File: src/rtl/button_event_fifo.sv
// button_event_fifo: debounced, edge-detected buttons queued as timestamped events behind a register bus
module button_event_fifo #(
   parameter int NUM_BUTTONS = 8,
   parameter int FIFO_DEPTH  = 16,
   parameter int DEBOUNCE_W  = 16
) (
   input  logic                   clk,
   input  logic                   rst,
   input  logic [NUM_BUTTONS-1:0] butoes,
   input  logic                   we,
   input  logic                   rd,
   input  logic [2:0]             register_addr,
   input  logic [31:0]            wr_data,
   output logic [31:0]            rd_data,
   output logic                   ready,
   output logic                   irq
);
   localparam int AW = $clog2(FIFO_DEPTH);
   localparam int HW = NUM_BUTTONS > 1 ? $clog2(NUM_BUTTONS) : 1;

   logic [NUM_BUTTONS-1:0]   s1, s2, stable, stable_d, pending, noise_en, rise, fall, qual, head_oh;
   logic [2*NUM_BUTTONS-1:0] edge_sel;
   logic [DEBOUNCE_W-1:0]    debounce;
   logic [DEBOUNCE_W-1:0]    cnt [NUM_BUTTONS];
   logic [24:0]              pdata [NUM_BUTTONS];
   logic [28:0]              mem [FIFO_DEPTH];
   logic [28:0]              head_entry;
   logic [AW-1:0]            wptr, rptr;
   logic [8:0]               count;
   logic [23:0]              ts;
   logic [HW-1:0]            head;
   logic [31:0]              rdata;
   logic enable, irq_en, clr_q, overflow, empty, full, rd_en, wr_ctrl, pop, push_req, push, ovf_set;
   logic unused;

   assign unused = ^wr_data;

   always_comb begin
      empty   = count == '0;
      full    = count == 9'(FIFO_DEPTH);
      rd_en   = rd & ~we;
      wr_ctrl = we & (register_addr == 3'd1);
      pop     = rd_en & (register_addr == 3'd5) & ~empty;
      rise    = stable & ~stable_d;
      fall    = ~stable & stable_d;
      head    = '0;
      qual    = '0;
      for (int i = NUM_BUTTONS - 1; i >= 0; i--) begin
         head    = pending[i] ? HW'(i) : head;
         qual[i] = enable & ((rise[i] & edge_sel[2*i]) | (fall[i] & edge_sel[2*i+1]));
      end
      push_req   = |pending;
      push       = push_req & (~full | pop);
      head_oh    = push_req ? NUM_BUTTONS'(1) << head : '0;
      // an edge landing on the entry being drained this cycle is not an overwrite
      ovf_set    = |(qual & pending & ~head_oh) | (push_req & ~push);
      head_entry = {pdata[head][24], 4'(head), pdata[head][23:0]};
   end

   always_comb begin
      case (register_addr)
         3'd0:    rdata = {20'd0, overflow, full, empty, count};
         3'd1:    rdata = {28'd0, irq_en, 2'b00, enable};
         3'd2:    rdata = 32'(edge_sel);
         3'd3:    rdata = 32'(debounce);
         3'd4:    rdata = 32'(noise_en);
         3'd5:    rdata = empty ? '0 : {1'b1, mem[rptr][28], 2'b00, mem[rptr][27:0]};
         3'd6:    rdata = 32'(stable);
         default: rdata = {8'd0, ts};
      endcase
   end

   always_ff @(posedge clk)
      if (push) mem[wptr] <= head_entry;

   always_ff @(posedge clk or negedge rst) begin
      if (!rst) begin
         {s1, s2, stable, stable_d, pending, noise_en} <= '0;
         for (int i = 0; i < NUM_BUTTONS; i++) begin
            cnt[i]   <= '0;
            pdata[i] <= '0;
         end
         edge_sel <= '0;
         debounce <= '0;
         {wptr, rptr, count, ts} <= '0;
         {enable, irq_en, clr_q, overflow, ready, irq} <= '0;
         rd_data  <= '0;
      end else begin
         ts       <= ts + 1'b1;
         s1       <= butoes;
         s2       <= s1;
         stable_d <= stable;
         for (int i = 0; i < NUM_BUTTONS; i++) begin
            if (noise_en[i] && debounce != '0) begin
               if (s2[i] == stable[i]) cnt[i] <= '0;
               else if (cnt[i] == debounce) begin
                  stable[i] <= s2[i];
                  cnt[i]    <= '0;
               end else cnt[i] <= cnt[i] + 1'b1;
            end else begin
               stable[i] <= s2[i];
               cnt[i]    <= '0;
            end
            if (qual[i]) begin
               pending[i] <= 1'b1;
               pdata[i]   <= {rise[i], ts};
            end else if (head_oh[i]) pending[i] <= 1'b0;
         end
         if (push) wptr <= wptr + 1'b1;
         if (pop) rptr <= rptr + 1'b1;
         count <= count + 9'(push) - 9'(pop);
         if (clr_q) begin
            pending <= '0;
            wptr    <= '0;
            rptr    <= '0;
            count   <= '0;
         end
         overflow <= ovf_set | (overflow & ~(wr_ctrl & wr_data[2]));
         clr_q    <= wr_ctrl & wr_data[1];
         if (wr_ctrl) begin
            enable <= wr_data[0];
            irq_en <= wr_data[3];
         end
         if (we && register_addr == 3'd2) edge_sel <= wr_data[2*NUM_BUTTONS-1:0];
         if (we && register_addr == 3'd3) debounce <= wr_data[DEBOUNCE_W-1:0];
         if (we && register_addr == 3'd4) noise_en <= wr_data[NUM_BUTTONS-1:0];
         ready <= we | rd;
         irq   <= irq_en & ~empty;
         if (rd_en) rd_data <= rdata;
      end
   end
endmodule

File: config.mk
export PLATFORM = sky130hd
export DESIGN_NAME = button_event_fifo
export DESIGN_NICKNAME = d
export VERILOG_FILES = /design/src/rtl/button_event_fifo.sv
export SDC_FILE = /design/constraint.sdc
export NUM_CORES = 1
export LEC_CHECK = 0
export BUFFER_PORTS_ARGS = -buffer_cell sky130_fd_sc_hd__buf_2
export CAP_MARGIN = 30
export CORE_ASPECT_RATIO = 0.6
export CORE_MARGIN = 2
export CORE_UTILIZATION = 57
export CTS_CLUSTER_SIZE = 30
export DETAILED_ROUTE_END_ITERATION = 7
export GPL_ROUTABILITY_DRIVEN = 0
export PLACE_DENSITY = 0.72
export SYNTH_ARGS = -nofsm -noshare
export SYNTH_HDL_FRONTEND = slang
export SYNTH_SLANG_ARGS = --single-unit
File: constraint.sdc
create_clock -name clk -period 4.2 [get_ports clk]
set_input_delay 0.84 -clock clk [delete_from_list [all_inputs] [get_ports clk]]
set_output_delay 0.84 -clock clk [all_outputs]
set_load 0.005 [all_outputs]
# Word-level counts from Yosys, hierarchy flattened
# Memories as Yosys holds them, arrays and structs flattened.
# Cells that the tools add are included.
# classes
add_sub_neg	13
n_mul	0
n_div	0
order_cmp	1
n_eq_ne	39
shift	1
muxes	86
n_bitwise	59
n_reduce_logical	34
# ops
cell	count
16-bit two-way mux	24
32-bit one-hot mux with 7 select lines	1
16-bit by 1-bit adder with 16-bit output (second input constant)	8
16-bit == test	8
25-bit binary-select mux with 3-bit select	1
25-bit two-way mux	2
1-bit two-way mux	42
1-bit bitwise AND	34
8-bit bitwise AND	4
32-bit two-way mux	1
24-bit by 1-bit adder with 24-bit output (second input constant)	1
3-bit two-way mux	8
8-bit inverter	3
3-bit nonzero test	8
4-bit two-way mux	4
8-bit two-way mux	2
2-bit by 1-bit != test with 1-bit output (second input constant)	8
2-bit != test (second input constant)	8
2-bit AND reduction	8
16-bit nonzero test	1
8-bit OR reduction	2
1-bit bitwise OR	12
1-bit logical AND	11
9-bit by 1-bit adder with 9-bit output	1
other kinds (15)	31
# word_totals
reg_bits	487
latchBits	0
ram_bits	448
mem_bits_ro	0
inputBits	47
output_inout_bits	34
word_cells	283
n_memories	1
# memory_table
memory	depth	word_bits	rd	rd_ports_with_merged_regs	write_ports	line_no	text
mem	16	28	1	0	1	26	logic [28:0] mem [FIFO_DEPTH];

# Depth between registers and ports, before layout
# depth
ltp_word	15
depth_mapped	17
mapped_depth_nobuf	17

# Worst setup path after synthesis
# No wires, ideal clock.
# synth_timing
path_type	input port to flip-flop
startpoint	input register_addr[0]
endpoint	memory mem[2][0] in the netlist's numbering (enable)
setup_time_ns	0.448
arrival_ns	4.036
required_ns	3.752
path_slack_ns	-0.285
cell_stages	7
n_path_buf	1
path_cell_list	buf_2 > nand3b_1 > a41oi_1 > a21oi_1 > a21oi_1 > nand2_1 > nor3_1
# synth_between
elab_chain_len	7
# synth_lines
element	line_no	text
start, declared	12	input logic [2:0] register_addr,
3-bit == test	43	pop = rd_en & (register_addr == 3'd5) & ~empty;
1-bit bitwise AND (2 in a row)	43	
1-bit bitwise OR	53	push = push_req & (~full | pop);
1-bit bitwise AND	53	
1-bit two-way mux	74	if (push) mem[wptr] <= head_entry;
1-bit two-way mux (implied by the code)	74	
end, declared	26	
# No other way between the ends.

# Final worst setup path
# layout_timing
startpoint	register pending[4]
endpoint	memory mem[9][14] in the netlist's numbering, data pin
# layout_between
elab_chain_len	9
# layout_lines
element	line_no	text
start, declared	21	logic [NUM_BUTTONS-1:0] s1, s2, stable, stable_d, pending, noise_en, rise, fall, qual, head_oh;
start signal, assigned	78	{s1, s2, stable, stable_d, pending, noise_en} <= '0;
start signal, assigned by index	105	pending[i] <= 1'b1;
start signal, assigned by index	107	end else if (head_oh[i]) pending[i] <= 1'b0;
3-bit two-way mux (5 in a row)	49	head = pending[i] ? HW'(i) : head;
3-bit inverter with 4-bit output (implied by the code)	57	head_entry = {pdata[head][24], 4'(head), pdata[head][23:0]};
25-bit binary-select mux with 3-bit select	57	
25-bit two-way mux (implied by the code) (2 in a row)	57	
named net head_entry[14]	27	logic [28:0] head_entry;
# The timed path passes the listed nets, and every way through them passes these cells. The select of a mux whose other input is x is not followed.

==> impl_metrics.json <==
{
  "synthTopCellsByCount": "484 x dfrtp_1, 448 x edfxtp_1, 240 x nor2_1",
  "core_region_area_mm2": 0.07151,
  "worst_clock_skew_ns": 0.02058,
  "crit_path_max_fanout": 18,
  "grt.total_usage": 0.2956,
  "first_pass_iters": 6,
  "synth_top_cell_area_share": 0.3281,
  "p_leak_nw": 18.44,
  "worstMarginPinSlew_ns": 1.125,
  "ys_ff_latch": 932,
  "cts.sinks": 932,
  "fin_cells": 4065,
  "h-tree-depth": 3,
  "avgViaCountPerCell": 6.334,
  "drtIter0Drc": 3100,
  "synth-edff-count": 448,
  "avgSynthCellArea_um2": 14.01,
  "yosysSeqAreaShare": 0.6236,
  "nNetsFinal": 3094,
  "relSlewSlack": 0.2307,
  "initial_utilization": 0.5733,
  "multi_input_area_mm2": 0.01456,
  "critPathLaunchType": "register",
  "clock-root-buffer": "clkbuf_16",
  "die_h_um": 211.7,
  "wl_per_cell_um": 26.28,
  "yosysUniqueCellTypes": 81,
  "drtAntennaViolNets": 0,
  "seq_area_mm2": 0.02557,
  "portBuffers": 61,
  "numCtsBuffers": 84,
  "rsz0062_at_grt": "no",
  "fin_crit_ns": 3.665,
  "area_growth_pct": 11.99,
  "synth_fa_ha_area_frac": 0.008423,
  "hold_viol": 0,
  "die_area_mm2": 0.07415,
  "row_count": 76,
  "grt_pass1_vias": 25730,
  "io_pins": 81,
  "synth_ff_type": "dfrtp_1",
  "synth.most_common_cell": "dfrtp_1",
  "async_flop_share": 0.5193,
  "worstPathArrival_ns": 4.05,
  "grt_pass1_wl_mm": 162.0,
  "fin_crit_sh": 0.8727,
  "clk_path_buf_depth": 3,
  "setup_tns_ns": 0,
  "post-route-drc-count": 0,
  "cts_resized": 0,
  "dpl.cell_count": 3904,
  "n_antenna_cell": 0,
  "grt_start_max_net_pins": 87,
  "yosys-top-cells-area": "edfxtp_1 33%, dfrtp_1 30%, mux2_2 6.4%, mux4_2 6.3%, xor2_1 4.6%",
  "dpl.hpwl_mm": 69.72,
  "synth_compound_area_frac": 0.05402,
  "vias": 25750,
  "synth_top_cell_by_area": "edfxtp_1",
  "clkTransAtPathRegs_ns": 0.07,
  "synthMuxAreaShare": 0.1436,
  "synth_xor_area_frac": 0.05960,
  "antenna_found_initial": 1,
  "fillCellCount": 5164,
  "worstPathRequired_ns": 4.58,
  "synth_top_family_by_area": "multiplexers",
  "netlist_instances": 2927,
  "worstSetupPathType": "reg2reg",
  "ir_worst_vdd_mv": 0.5186,
  "hold_path.class": "in2async",
  "end_kind": "register",
  "drive_gt1_frac": 0.2324,
  "maxCapViolations": 0,
  "die_w_um": 350.2,
  "clkLatencyLatePin_ns": 0.65,
  "grt_overflow": 0,
  "yosysWarnings": 0,
  "maxSlewViolCount": 0,
  "finalWirelength_mm": 106.8,
  "setup_viol": 0,
  "cts_hold_buffers": 0,
  "status": "complete, no violations",
  "synth-simple-area-share": 0.08491,
  "fmax_mhz": 272.8,
  "cts_setup_buffers": 0,
  "netlist_area_mm2": 0.04100,
  "cts_tree": "yes",
  "power_density_mw_per_mm2": 686.5
}
[power breakdown]
part,total (mW),switching [mW],internal [mW],leakage [nW]
Clock,7.98,3.44,4.54,1.42
Sequential,13.4,1.03,12.4,10.5
Combinational,10.1,6.33,3.76,6.52
Total,31.5,10.8,20.7,18.4
[stage by stage]
stage                     hold WS [ns]  instance area (um^2)    util  power (mW)  setup WS, ns
after floorplan                 0.3312                 41020       -       19.43       0.02762
after global placement          0.3439                 42970  0.6009       22.93        0.2997
after detailed placement        0.3371                 43000  0.6013       23.46        0.3245
after CTS                       0.2187                 45840  0.6410       31.41        0.5262
after global routing            0.2493                 45910  0.6421       32.75        0.3551
final                           0.2045                 45910  0.6421       31.52        0.5345
[sequential cells by signal, indices dropped and copies added, names as in the netlist, 4 cells and up]
| register | count |
|---|---|
| cnt | 128 |
| count | 9 |
| debounce | 16 |
| edge_sel | 16 |
| mem | 448 |
| noise_en | 8 |
| pdata | 200 |
| pending | 8 |
| rd_data | 29 |
| rptr | 4 |
| s1 | 8 |
| s2 | 8 |
| stable | 8 |
| stable_d | 8 |
| ts | 24 |
| wptr | 4 |
[metal layers]
layer / up-vias / global-route usage / wire length (um)
li1: 10990 / - / -
met1: 13290 / 0.4513 / 46750
met2: 1285 / 0.4196 / 45840
met3: 191 / 0.07688 / 11390
met4: 0 / 0.08569 / 2830
met5: - / 0 / 0
[layout by cell type (no fill, tap or decap), drive strengths merged, types with 19 or more instances in the layout]
cell type	instances
nor2	244
clkbuf	107
nand2b	22
o21ai	80
mux2i	32
nor4	38
a21oi	67
and3	44
edfxtp	448
nand2	186
xor2	216
inv	65
nand3	92
nor3	20
buf	181
mux4	128
xnor2	63
ha	26
mux2	234
o22ai	25
clkinv	33
nor2b	19
dfrtp	484
a221oi	19
nand4	37
[final timing paths]
kind                       slack, ns    endpoint        from  cells past startpoint
setup / recovery                0.53  mem[9][14]  pending[4]                      8
hold / removal                  0.20     cnt[83]         rst                      1
setup reg to reg                0.53  mem[9][14]  pending[4]                      8
hold reg to reg                 0.36       s2[5]       s1[5]                      0
max in group asynchronous       2.85  pdata[166]         rst                      2
min in group clk                0.30       s1[1]   butoes[1]                      1
[critical path, cell delays in order, from the launching register on]
cell and delay [ns]:
dfrtp_1 0.45, or2_0 0.42, o21a_1 0.72, buf_4 0.42, nor2_1 0.18, a32o_1 0.25
a211oi_1 0.48, a2bb2oi_1 0.23, buf_4 0.24
[final cells by class]
class	instances	share of cell area
clock inverter	49	0.01147
timing repair buffer	181	0.03246
tap	975	0.02657
inverter	60	0.004905
clock buffer	107	0.05044
sequential	932	0.5570
multi-input combinational	1761	0.3172
[kinds of logic after synthesis]
| group | Yosys count |
|---|---|
| and+or+nand+nor | 738 |
| adders and majority gates | 27 |
| AOI/OAI and AO/OA | 320 |
| buffers and inverters | 236 |
| muxes | 394 |
| DFF | 932 |
| xor gates and xnor gates | 279 |
| other | 1 |
(Power assumes the default switching activity.)
